[src/rtl/s2_cell_array.sv]
`default_nettype none
// ============================================================================
// Module   : s2_cell_array
// Purpose  : Row of W independent S2-style logic cells. Each cell is a
//            registered 4:1 selector. Its four data constants and its two
//            select-combining modes come from a serially loaded
//            configuration word of 6*W bits.
//            A shadow register collects the incoming configuration while the
//            datapath keeps running on the active register. The shadow is
//            copied to the active register in one step, on the edge that
//            samples the last configuration bit.
// Ports    : clk        rising-edge clock
//            clr_n      asynchronous active-low reset
//            cfg_start  begin/restart a configuration load
//            cfg_valid  qualifies cfg_bit
//            cfg_bit    serial configuration bit, MSB of the word first
//            cfg_ready  high while a load is in progress
//            cfg_done   one-cycle pulse when a new configuration is active
//            in_valid   qualifies a0/a1/b0/b1
//            a0,a1,b0,b1 per-cell select inputs (bit i feeds cell i)
//            out        registered cell outputs
//            out_valid  out was updated this cycle
// Options  : S2_ARRAY_PIPE2_EN - adds a second output register stage
//            (out/out_valid latency 2 instead of 1).
// Cell i configuration: CFG[6i+5:6i] = {mb, ma, D11, D10, D01, D00}
// Revision : 1.0 - initial release
// ============================================================================
module s2_cell_array #(
    parameter int W = 8
) (
    input  logic         clk,
    input  logic         clr_n,
    input  logic         cfg_start,
    input  logic         cfg_valid,
    input  logic         cfg_bit,
    output logic         cfg_ready,
    output logic         cfg_done,
    input  logic         in_valid,
    input  logic [W-1:0] a0,
    input  logic [W-1:0] a1,
    input  logic [W-1:0] b0,
    input  logic [W-1:0] b1,
    output logic [W-1:0] out,
    output logic         out_valid
);

    localparam int CFG_BITS = 6 * W;
    localparam int CNT_W    = $clog2(CFG_BITS);
    localparam logic [CNT_W-1:0] C_LAST_IDX = CNT_W'(CFG_BITS - 1);

    typedef enum logic [1:0] {
        UNCFG = 2'd0,
        LOAD  = 2'd1,
        RUN   = 2'd2
    } state_t;

    state_t               state_q, state_d;
    logic [CNT_W-1:0]     cnt_q, cnt_d;
    logic [CFG_BITS-1:0]  shadow_q, shadow_d;
    logic [CFG_BITS-1:0]  active_q, active_d;
    // live_q marks that a complete configuration has been installed since
    // reset. It keeps the datapath running through a reload and keeps it
    // disabled during the very first load.
    logic                 live_q, live_d;
    logic                 ready_q, ready_d;
    logic                 done_q, done_d;

    logic [W-1:0]         w_cell_res;
    logic [W-1:0]         out1_q, out1_d;
    logic                 vld1_q, vld1_d;

    // ------------------------------------------------------------------
    // Configuration FSM: next-state / outputs
    // ------------------------------------------------------------------
    always_comb begin
        state_d  = state_q;
        cnt_d    = cnt_q;
        shadow_d = shadow_q;
        active_d = active_q;
        live_d   = live_q;
        done_d   = 1'b0;

        if (cfg_start) begin
            // Restart wins over a same-cycle cfg_valid; that bit is dropped.
            state_d  = LOAD;
            cnt_d    = '0;
            shadow_d = '0;
        end else if ((state_q == LOAD) && cfg_valid) begin
            shadow_d = {shadow_q[CFG_BITS-2:0], cfg_bit};
            if (cnt_q == C_LAST_IDX) begin
                active_d = shadow_d;
                state_d  = RUN;
                cnt_d    = '0;
                live_d   = 1'b1;
                done_d   = 1'b1;
            end else begin
                cnt_d = cnt_q + 1'b1;
            end
        end

        ready_d = (state_d == LOAD);
    end

    always_ff @(posedge clk or negedge clr_n) begin
        if (!clr_n) begin
            state_q  <= UNCFG;
            cnt_q    <= '0;
            shadow_q <= '0;
            active_q <= '0;
            live_q   <= 1'b0;
            ready_q  <= 1'b0;
            done_q   <= 1'b0;
        end else begin
            state_q  <= state_d;
            cnt_q    <= cnt_d;
            shadow_q <= shadow_d;
            active_q <= active_d;
            live_q   <= live_d;
            ready_q  <= ready_d;
            done_q   <= done_d;
        end
    end

    assign cfg_ready = ready_q;
    assign cfg_done  = done_q;

    // ------------------------------------------------------------------
    // Cell evaluation on the active configuration. The swap edge still
    // sees the old active_q, so the sample taken with the last config bit
    // uses the old configuration.
    // ------------------------------------------------------------------
    for (genvar i = 0; i < W; i++) begin : g_cell
        logic [5:0] w_f;
        logic       w_sa;
        logic       w_sb;
        assign w_f  = active_q[6*i +: 6];
        assign w_sa = w_f[4] ? (a0[i] | a1[i]) : (a0[i] & a1[i]);
        assign w_sb = w_f[5] ? (b0[i] & b1[i]) : (b0[i] | b1[i]);
        assign w_cell_res[i] = w_f[{w_sb, w_sa}];
    end

    // ------------------------------------------------------------------
    // Output stage 1
    // ------------------------------------------------------------------
    always_comb begin
        out1_d = out1_q;
        vld1_d = 1'b0;
        if (in_valid && live_q) begin
            out1_d = w_cell_res;
            vld1_d = 1'b1;
        end
    end

    always_ff @(posedge clk or negedge clr_n) begin
        if (!clr_n) begin
            out1_q <= '0;
            vld1_q <= 1'b0;
        end else begin
            out1_q <= out1_d;
            vld1_q <= vld1_d;
        end
    end

`ifdef S2_ARRAY_PIPE2_EN
    // Second stage simply delays stage 1, so results keep the configuration
    // that was active when the inputs were sampled.
    logic [W-1:0] out2_q;
    logic         vld2_q;

    always_ff @(posedge clk or negedge clr_n) begin
        if (!clr_n) begin
            out2_q <= '0;
            vld2_q <= 1'b0;
        end else begin
            out2_q <= out1_q;
            vld2_q <= vld1_q;
        end
    end

    assign out       = out2_q;
    assign out_valid = vld2_q;
`else
    assign out       = out1_q;
    assign out_valid = vld1_q;
`endif

endmodule
`default_nettype wire

[config.mk]
export PLATFORM = sky130hd
export DESIGN_NAME = s2_cell_array
export DESIGN_NICKNAME = d
export VERILOG_FILES = /design/src/rtl/s2_cell_array.sv
export SDC_FILE = /design/constraint.sdc
export NUM_CORES = 1
export LEC_CHECK = 0
export ABC_AREA = 1
export ABC_CLOCK_PERIOD_IN_PS = 1800
export CELL_PAD_IN_SITES_DETAIL_PLACEMENT = 0
export CELL_PAD_IN_SITES_GLOBAL_PLACEMENT = 1
export CORE_ASPECT_RATIO = 2
export CORE_UTILIZATION = 28
export DETAILED_ROUTE_END_ITERATION = 8
export PLACE_DENSITY_LB_ADDON = 0.1
export SLEW_MARGIN = 30
export SYNTH_ARGS = -nofsm -noshare
export SYNTH_HDL_FRONTEND = slang
export SYNTH_SLANG_ARGS = --single-unit
[constraint.sdc]
create_clock -name clk -period 1.8 [get_ports clk]
set_input_delay 0.36 -clock clk [delete_from_list [all_inputs] [get_ports clk]]
set_output_delay 0.36 -clock clk [all_outputs]
set_load 0.05 [all_outputs]
==> run_results.csv, run 1 <==
group,metric,value,unit
sta,worst-slew-pin-transition,375,ps
pwr,leakagePower,0.00303,uW
critical_path,r2r_cells,7,
place,io_buffers,48,
floorplanning,design.die.area,0.0192,sq mm
critical_path,crit_required,2090,ps
place,place.detailed.hpwl,8.53,mm
place,post_place_cells,895,
synth,synth_warn,0,
sta,setup_repair_after_global_routing_missed_its_margin,"no",
synth,synthesis.area,0.00522,sq mm
critical_path,crit_path_cell_trace,"ha_1 > nand2_1 > nor3_4 > nand3_4 > buf_12 > nand2_1 > o21ai_2",
sta,final_report_max_slew_violation_count,0,
floorplanning,die_h,195,um
synth,list_of_most_frequent_post_synthesis_cells,"sky130_fd_sc_hd__nand2_1 (166), sky130_fd_sc_hd__dfrtp_1 (115), sky130_fd_sc_hd__inv_1 (110), sky130_fd_sc_hd__nand3_1 (84), sky130_fd_sc_hd__o21ai_0 (64)",
sta,final.setup_skew,9.48,ps
global_routing,number_of_global_route_vias_before_repair,4340,
detailed_routing,routedWlPerCell,13.6,um
synth,netlist.top_cell.by_area,"sky130_fd_sc_hd__dfrtp_1",
status,failing_checks,"design-rule violations",
detailed_routing,drt_iter0_drc,203,
synth,synth-seq-cells,115,
clock_network,root_buffer,"sky130_fd_sc_hd__clkbuf_16",
sta,max_freq,0.622,GHz
synth,synth_top_flop_cell,"sky130_fd_sc_hd__dfrtp_1",
detailed_routing,number_of_design_rule_violations_left_after_detail_routing,2,
critical_path,cp_common_cell,"sky130_fd_sc_hd__nand2_1",
critical_path,reg2reg_from,"cnt_q[0]",
clock_network,post_cts.repair.setup_buffers,0,
status,run_status,"complete, but fails checks",
final_layout,final-instance-count-excl-fill,928,
synth,synth_top_cell_area_share,0.551,
synth,count_of_unique_library_cells_instantiated_by_yosys,23,
critical_path,timing.reg2reg.setup_slack,190,ps
critical_path,critical-path-slowest-cell,"sky130_fd_sc_hd__dfrtp_1",
synth,post_synth_main_area_contributors,"sky130_fd_sc_hd__dfrtp_1 (55%), sky130_fd_sc_hd__nand2_1 (12%), sky130_fd_sc_hd__nand3_1 (8.1%)",
floorplanning,design.core.area,0.0183,sq mm
critical_path,crit_family,"simple AND/OR/NAND/NOR gates",
clock_network,clock_latency,410,ps
sta,period_needed,1610,ps
clock_network,max_buffers_root_to_sink,2,
final_layout,fill_cells,1870,
global_routing,grt_antenna_before_repair,0,
sta,timing.final.ws_setup,193,ps
final_layout,insertedDiodeCount,0,
final_layout,area_delta_synth_final,26.1,%
synth,syn_avg_cell_area,8.18,sq um
hold_path,worstHoldPathType,"primary input to async pin",
clock_network,tritoncts,"done",
place,pre_cts_ws,-6.59,ps
clock_network,worst_setup_hold_path_clk_slew,60,ps
clock_network,clock-sinks,115,
global_routing,grt_max_degree,49,
final_layout,post-route-cell-area,0.00658,sq mm
critical_path,worst_reg2reg_path_endpoint,"active_q[2]",
floorplanning,initial_utilization,0.285,
critical_path,cp_capture_type,"flip-flop",
sta,hold_ws,412,ps
global_routing,grt_remaining_overflow,0,
critical_path,critical_path_arrival,1900,ps
sta,slew_margin_rel,0.750,
synth,sequential_to_total_area_share_from_yosys_stat,0.551,
pwr,finalPower,6220,uW
place,placed_area,0.00599,sq mm
detailed_routing,detailroute.via_count,4207,
pwr,peakVddDrop,0.511,mV
clock_network,tritoncts.num_buffers,17,
synth,count_of_flip_flops_with_a_built_in_enable_after_synthesis,0,
critical_path,worst_path_largest_cell_delay,390,ps
critical_path,worstPathBufferInverterCount,1,
synth,yosys.cell_count.top_type,"sky130_fd_sc_hd__nand2_1",
sta,final.period_utilization,0.893,
flow_run,number_of_max_cap_violations,0,
synth,post_synthesis_instance_total,638,
detailed_routing,wl,12.6,mm
detailed_routing,routed_via_density,4.53,
sta,report.final.hold_viol_count,0,
floorplanning,io-pin-count,49,
clock_network,cts_max_level,4,
pwr,power.density,945,mW/mm^2
synth,async_flop_share,1.00,
final_layout,ratio_of_cells_with_drive_above_1_in_the_final_layout,0.105,
global_routing,gr-usage-all-layers,0.144,
global_routing,wire_length_of_the_first_global_routing_pass,21.6,mm
floorplanning,num_rows,70,
critical_path,worstPathMaxFanout,47,
sta,setup_violations,0,
floorplanning,die_w,98.5,um
detailed_routing,drt_first_pass_iters,6,
final_layout,design.final.nets,738,
critical_path,crit_path_category,"flip-flop to flip-flop",
critical_path,worst_setup_path_startpoint,"cnt_q[0]",
place,gpl_wtd_cong,0.733,
synth,syn_nets,677,
critical_path,timing.critical_path.from_type,"flip-flop",
detailed_routing,antenna_left,0,
==> layout make-up <==
type | instances | area (sq um) | area share
Sequential cell | 115 | 2880 | 0.437
Multi-Input combinational cell | 385 | 1780 | 0.271
Timing Repair Buffer | 67 | 658 | 0.100
Clock buffer | 21 | 460 | 0.0700
Inverter | 113 | 424 | 0.0644
Tap cell | 216 | 270 | 0.0411
Clock inverter | 11 | 110 | 0.0167
==> per-stage QoR <==
step / setup TNS, ps / util
2_1_floorplan: 0 / -
3_3_place_gp: 0 / 0.327
3_5_place_dp: -6.59 / 0.327
4_1_cts: 0 / 0.359
5_1_grt: 0 / 0.360
6_report: 0 / 0.360
==> repair_timing <==
action                                  in CTS  in global routing
endpoints found under the setup margin       0                  4
hold buffers                                 1                  0
resized for setup                            0                  1
hold endpoints to repair                    21                  0
==> worst max path at each step <==
stage                    to  slack, ps  depth (start not counted)
6_report        active_q[2]        190                          7
4_1_cts         active_q[2]        110                          7
3_5_place_dp    shadow_q[0]         -7                          6
5_1_grt        active_q[22]         50                          7
3_3_place_gp    shadow_q[0]          5                          6
2_1_floorplan  active_q[29]        380                          8
==> layer usage <==
metal  share of wire  GRT usage  wire length, um
met1            0.43      0.165             5370
met2            0.53      0.260             6750
met3           0.024     0.0297              297
met4           0.016     0.0564              203
met5               0          0                0
==> where the power goes <==
group	switching, uW	total [uW]	internal (uW)
Sequential	5.57	2600	2590
Combinational	199	337	138
Clock	1190	3280	2090
==> registers in the layout (all words and copies together) (netlist names) <==
name	flops
live_q	1
out	8
cnt_q	6
shadow_q	47
out_valid	1
state_q	2
active_q	48
cfg_done	1
cfg_ready	1
==> worst reg2reg max path: cells and delay by family (launching register included) <==
kind / cells / cell delay (ps)
AOI/OAI and AO/OA: 1 / 50
adders and majority gates: 1 / 180
buffers and inverters: 1 / 210
DFF: 1 / 390
and+or+nand+nor: 4 / 650
==> cell usage in the layout, fill, tap and decap left out, drive strengths merged <==
cell type / count
dfrtp: 115
clkinv: 8
o21ai: 104
a21oi: 11
nor2: 13
clkdlybuf4s50: 36
ha: 1
inv: 112
nand2: 166
or2: 1
nand3: 85
nor3: 2
clkinvlp: 2
dlygate4sd3: 1
buf: 30
clkbuf: 21
xor2: 2
bufinv: 2
==> kinds of logic (layout without fill, tap and decap cells) <==
kind of cell             after synthesis  count (layout)  share of synthesized area
AND/OR/NAND/NOR                      267             267                      0.215
buffers and inverters                138             212                      0.110
AO/OA/AOI/OAI                        115             115                      0.117
flip-flops                           115             115                      0.551
XOR/XNOR                               2               2                    0.00336
adder cells (fa/ha/maj)                1               1                    0.00240
Power figures use the tool's default switching activity.
==> run 2, diff against run 1 <==
--- a/config.mk
+++ b/config.mk
@@ -13,6 +13,7 @@
 export CORE_UTILIZATION = 28
 export DETAILED_ROUTE_END_ITERATION = 8
 export PLACE_DENSITY_LB_ADDON = 0.1
+export SKIP_CTS_REPAIR_TIMING = 1
 export SLEW_MARGIN = 30
 export SYNTH_ARGS = -nofsm -noshare
 export SYNTH_HDL_FRONTEND = slang
==> results of run 2 <==
The final DEF is identical to that of run 1; final timing and power are the same.
Main changes from that run: via count of the first global-routing pass 4340 -> 4328
==> RTL edit 1 (settings of run 1) <==
Build with the macro `S2_ARRAY_PIPE2_EN` defined.
--- a/src/rtl/s2_cell_array.sv
+++ b/src/rtl/s2_cell_array.sv
@@ -27,2 +27,4 @@
 // ============================================================================
+`define S2_ARRAY_PIPE2_EN
+
 module s2_cell_array #(
Formal check against the unedited RTL: same outputs for any inputs over 10 cycles, from zero or initial values; that may be too few to reach the edited logic, so the function may still have changed.
==> RTL edit 1 against run 1 <==
Synthesized area rose by 4.2%. Setup slack improved by 12 ps. Combinational power rose by 3%. Non-clock buffer count fell by 2. Sequential cell count rose by 9. Critical path depth did not move. Clock skew fell by 0.50 ps. Total power rose by 6.4%. Final area rose by 4.6%. Routed wire length fell by 0.64%.
==> RTL edit 1: results <==
export IMPL_outcome="complete, no violations"
export IMPL_grt_max_degree=50
export IMPL_grt_pass1_wl_um=21100
export IMPL_yosys_warnings=0
export IMPL_clock_latency_ps=410
export IMPL_drive_gt1_frac=0.0993
export IMPL_reg2reg_from="cnt_q[0]"
export IMPL_cts_buffers=17
export IMPL_synth_cell_types=23
export IMPL_routed_wl_um=12500
export IMPL_critPathArrivalTime_ps=1880
export IMPL_synthTopCellsByArea="dfrtp_1 57%, nand2_1 11%, nand3_1 7.5%"
export IMPL_fin_nets=742
export IMPL_clock_path_buffers=2
export IMPL_hold_ws_ps=348
export IMPL_synth_fp_nets=683
export IMPL_gr_usage_met2=0.242
export IMPL_groute_usage_overall=0.139
export IMPL_min_path_type="reg2reg"
export IMPL_min_from="vld1_q"
export IMPL_period_needed_ps=1590
export IMPL_rr_endpoint="active_q[29]"
export IMPL_top_regs="active_q: 48 flops, shadow_q: 47 flops"
export IMPL_grt_pass1_vias=4250
export IMPL_place_congestion=0.738
export IMPL_h_tree_depth=4
export IMPL_io_buffers=48
export IMPL_dp_slack_ps=38.7
export IMPL_synth_cells_most_frequent="165 x nand2_1, 124 x dfrtp_1, 108 x inv_1"
export IMPL_viasPerCell=4.39
export IMPL_cts_repair_resized=0
export IMPL_max_slew_margin=0.757
export IMPL_met3_usage=0.0336
export IMPL_clk_pin_slew_ps=60
export IMPL_path_max_fanout=47
export IMPL_whs_path_depth=0
export IMPL_ys_seq_area_frac=0.571
export IMPL_ys_flop_type="dfrtp_1"
export IMPL_fin_skew_ps=8.98
export IMPL_leakage_nw=3.14
export IMPL_ir_drop_mv=0.523
export IMPL_hpwlAfterDp_um=8310
export IMPL_met1_usage=0.159
export IMPL_rr_worst_depth=7
export IMPL_first_iter_violations=184
[RTL edit 1: worst max-delay path, stage by stage, from the launching register on]
cell and delay (ps):
dfrtp_1 390, ha_1 190, inv_1 70, nor3_2 290, nand3_4 140, buf_12 200, nand2_1 80, o21ai_0 80
[RTL edit 1: metrics by stage]
| stage | instances | area [um2] |
|---|---|---|
| floorplan | 644 | 5440 |
| global placement | 938 | 6280 |
| detailed placement | 938 | 6280 |
| CTS | 970 | 6880 |
| global route | 970 | 6880 |
| finish | 970 | 6880 |
[RTL edit 1: cells by family (layout without fill, tap and decap cells)]
logic type	count (synthesis)	after routing	share of synthesized area
compound gates	115	115	0.113
xor+xnor	3	3	0.00483
fa+ha+maj	1	1	0.00230
buf+inv	136	207	0.103
flops	124	124	0.571
simple gates	265	265	0.206
[RTL edit 1: area by class of cell]
cell class / instances / area [um2]
Sequential cell: 124 / 3100
Fill cell: 1996 / 12000
Timing Repair Buffer: 65 / 668
Tap cell: 255 / 319
Clock inverter: 7 / 113
Inverter: 111 / 417
Clock buffer: 24 / 482
Multi-Input combinational cell: 384 / 1780
[RTL edit 1: power breakdown]
group | switching (W) | internal (W)
clock network | 0.00119 | 0.00227
logic | 0.000203 | 0.000145
registers | 0.00000594 | 0.00280
[RTL edit 1: per-layer routing]
metal | vias up | part of all wire
met3 | 14 | 0.028
met5 | - | 0
met2 | 66 | 0.52
li1 | 2151 | -
met4 | 0 | 0.021
met1 | 2024 | 0.44
[RTL edit 1: worst max path at each step]
| stage | from | end | cells after the start |
|---|---|---|---|
| 2_1_floorplan | cnt_q[0] | active_q[35] | 8 |
| 3_3_place_gp | cfg_valid | active_q[28] | 7 |
| 3_5_place_dp | cfg_valid | active_q[29] | 7 |
| 4_1_cts | cnt_q[0] | active_q[29] | 7 |
| 5_1_grt | cnt_q[0] | active_q[0] | 7 |
| 6_report | cnt_q[0] | active_q[29] | 7 |
[RTL edit 1: repair_timing]
item | in CTS | in global routing
hold buffers | 1 | 0
hold endpoints to repair | 22 | 0
buffers inserted | 0 | 0
endpoints found under the setup margin | 0 | 0
==> RTL edit 2 (config.mk and constraints of run 1) <==
Without the edit above. Encoding of `state_t`: now one-hot (3 bits for 3 states).
--- a/src/rtl/s2_cell_array.sv
+++ b/src/rtl/s2_cell_array.sv
@@ -50,6 +50,6 @@
 
-    typedef enum logic [1:0] {
-        UNCFG = 2'd0,
-        LOAD  = 2'd1,
-        RUN   = 2'd2
+    typedef enum logic [2:0] {
+        UNCFG = 3'b001,
+        LOAD  = 3'b010,
+        RUN   = 3'b100
     } state_t;
Formal check against the unedited RTL: no difference found for any inputs over 10 cycles, from zero or initial values; not proved beyond that.
==> RTL edit 2 against run 1 <==
Routed wire length is 13% lower. Critical path depth stayed put. Synthesized area is 3.6% lower. Clock skew hardly changed. Setup slack better by 13 ps. Count of clock-buffer cells in the layout fell by 2. Non-clock buffer count increased by 2. Critical endpoint is now active_q[47]. First-iteration DRC count is 54% lower. Sequential cell count increased by 1. Final area fell by 1.0%. Total power is 5.4% higher. Combinational power up 10%. Synthesized cell count down 6.9%.
==> RTL edit 2: results <==
export IMPL_outcome="complete, no violations"
export IMPL_synthTopCellsByArea="dfrtp_1 57%, nand2_1 12%, inv_1 8.5%"
export IMPL_leakage_nw=3.04
export IMPL_dp_cells=855
export IMPL_path_max_fanout=36
export IMPL_drt_first_pass_iters=4
export IMPL_wl_per_cell_um=12.3
export IMPL_synth_cells=594
export IMPL_synth_cells_most_frequent="160 x nand2_1, 115 x dfrtp_1, 114 x inv_1"
export IMPL_fin_nets=701
export IMPL_design_area_mm2=0.00651
export IMPL_drive_gt1_frac=0.107
export IMPL_grt_pass1_wl_um=19200
export IMPL_grt_pass1_vias=4019
export IMPL_fillers=1847
export IMPL_max_slew_margin=0.792
export IMPL_viasPerCell=4.39
export IMPL_routed_wl_um=11000
export IMPL_synth_fp_nets=633
export IMPL_hpwlAfterDp_um=7810
export IMPL_critPathArrivalTime_ps=1870
export IMPL_placed_area_mm2=0.00587
export IMPL_yosys_warnings=0
export IMPL_fin_skew_ps=9.90
export IMPL_dp_slack_ps=-31.6
export IMPL_first_iter_violations=93
export IMPL_ir_drop_mv=0.572
export IMPL_place_congestion=0.725
export IMPL_ys_flop_type="dfrtp_1"
export IMPL_grt_max_degree=46
export IMPL_ys_seq_area_frac=0.577
RTL edit 2: cell count changes after synthesis, moves of 3 or more:
cell	delta
buf_1	+3
buf_2	+5
clkbuf_1	-9
inv_1	+4
nand2_1	-6
nand3_1	-44
nor2_1	+4
o21ai_0	-35
o21ai_2	-10
o22ai_1	+47
RTL edit 2: what timing repair did:
action                                  CTS  global route
buffers inserted                          0             0
resized for setup                         0             1
hold buffers                              1             0
endpoints found under the hold margin     6             0
endpoints found under the setup margin    0             1
RTL edit 2: logic make-up after synthesis:
logic type,after synthesis,share of synthesized area
and+or+nand+nor,222,0.181
DFF,116,0.577
AOI/OAI and AO/OA,118,0.130
adders and majority gates,1,0.00249
buffers and inverters,137,0.110
RTL edit 2: path summary, 6_finish.rpt:
kind                             from           end  slack (ps)  cells past startpoint
max reg2reg                  cnt_q[0]  active_q[47]         210                      7
max in group asynchronous       clr_n    state_q[0]         880                      3
min                             clr_n  active_q[15]         330                      2
max                          cnt_q[0]  active_q[47]         210                      7
min reg2reg                state_q[0]    state_q[0]         450                      2
min in group clk           state_q[0]    state_q[0]         450                      2
RTL edit 2: per-stage QoR:
| step | power [W] | setup TNS, ps |
|---|---|---|
| 6_report | 0.00655 | 0 |
| 5_1_grt | 0.00682 | 0 |
| 4_1_cts | 0.00667 | 0 |
| 3_5_place_dp | 0.00308 | -67.8 |
| 3_3_place_gp | 0.00307 | 0 |
| 2_1_floorplan | 0.00284 | 0 |
RTL edit 2: final cells by class:
class | instances | area share
Sequential cell | 116 | 0.446
Multi-Input combinational cell | 341 | 0.242
Timing Repair Buffer | 69 | 0.108
Clock buffer | 19 | 0.0695
Inverter | 117 | 0.0674
Tap cell | 213 | 0.0409
Clock inverter | 13 | 0.0267
RTL edit 2: layer usage:
metal	vias to the layer above	track usage	routed length, um
met5	-	0	0
met4	0	0.0586	220
met3	14	0.0364	283
met2	53	0.237	5850
met1	1813	0.141	4600
li1	2020	-	-
RTL edit 2: power breakdown:
group	internal, W	switching [W]
clock network	0.00227	0.00126
registers	0.00263	0.0000209
logic	0.000171	0.000200
RTL edit 2: critical path: cells and delay by family (launching register included):
family / cells / cell delay, ps
flops: 1 / 400
fa+ha+maj: 1 / 200
compound gates: 1 / 80
simple gates: 4 / 540
buf+inv: 1 / 230
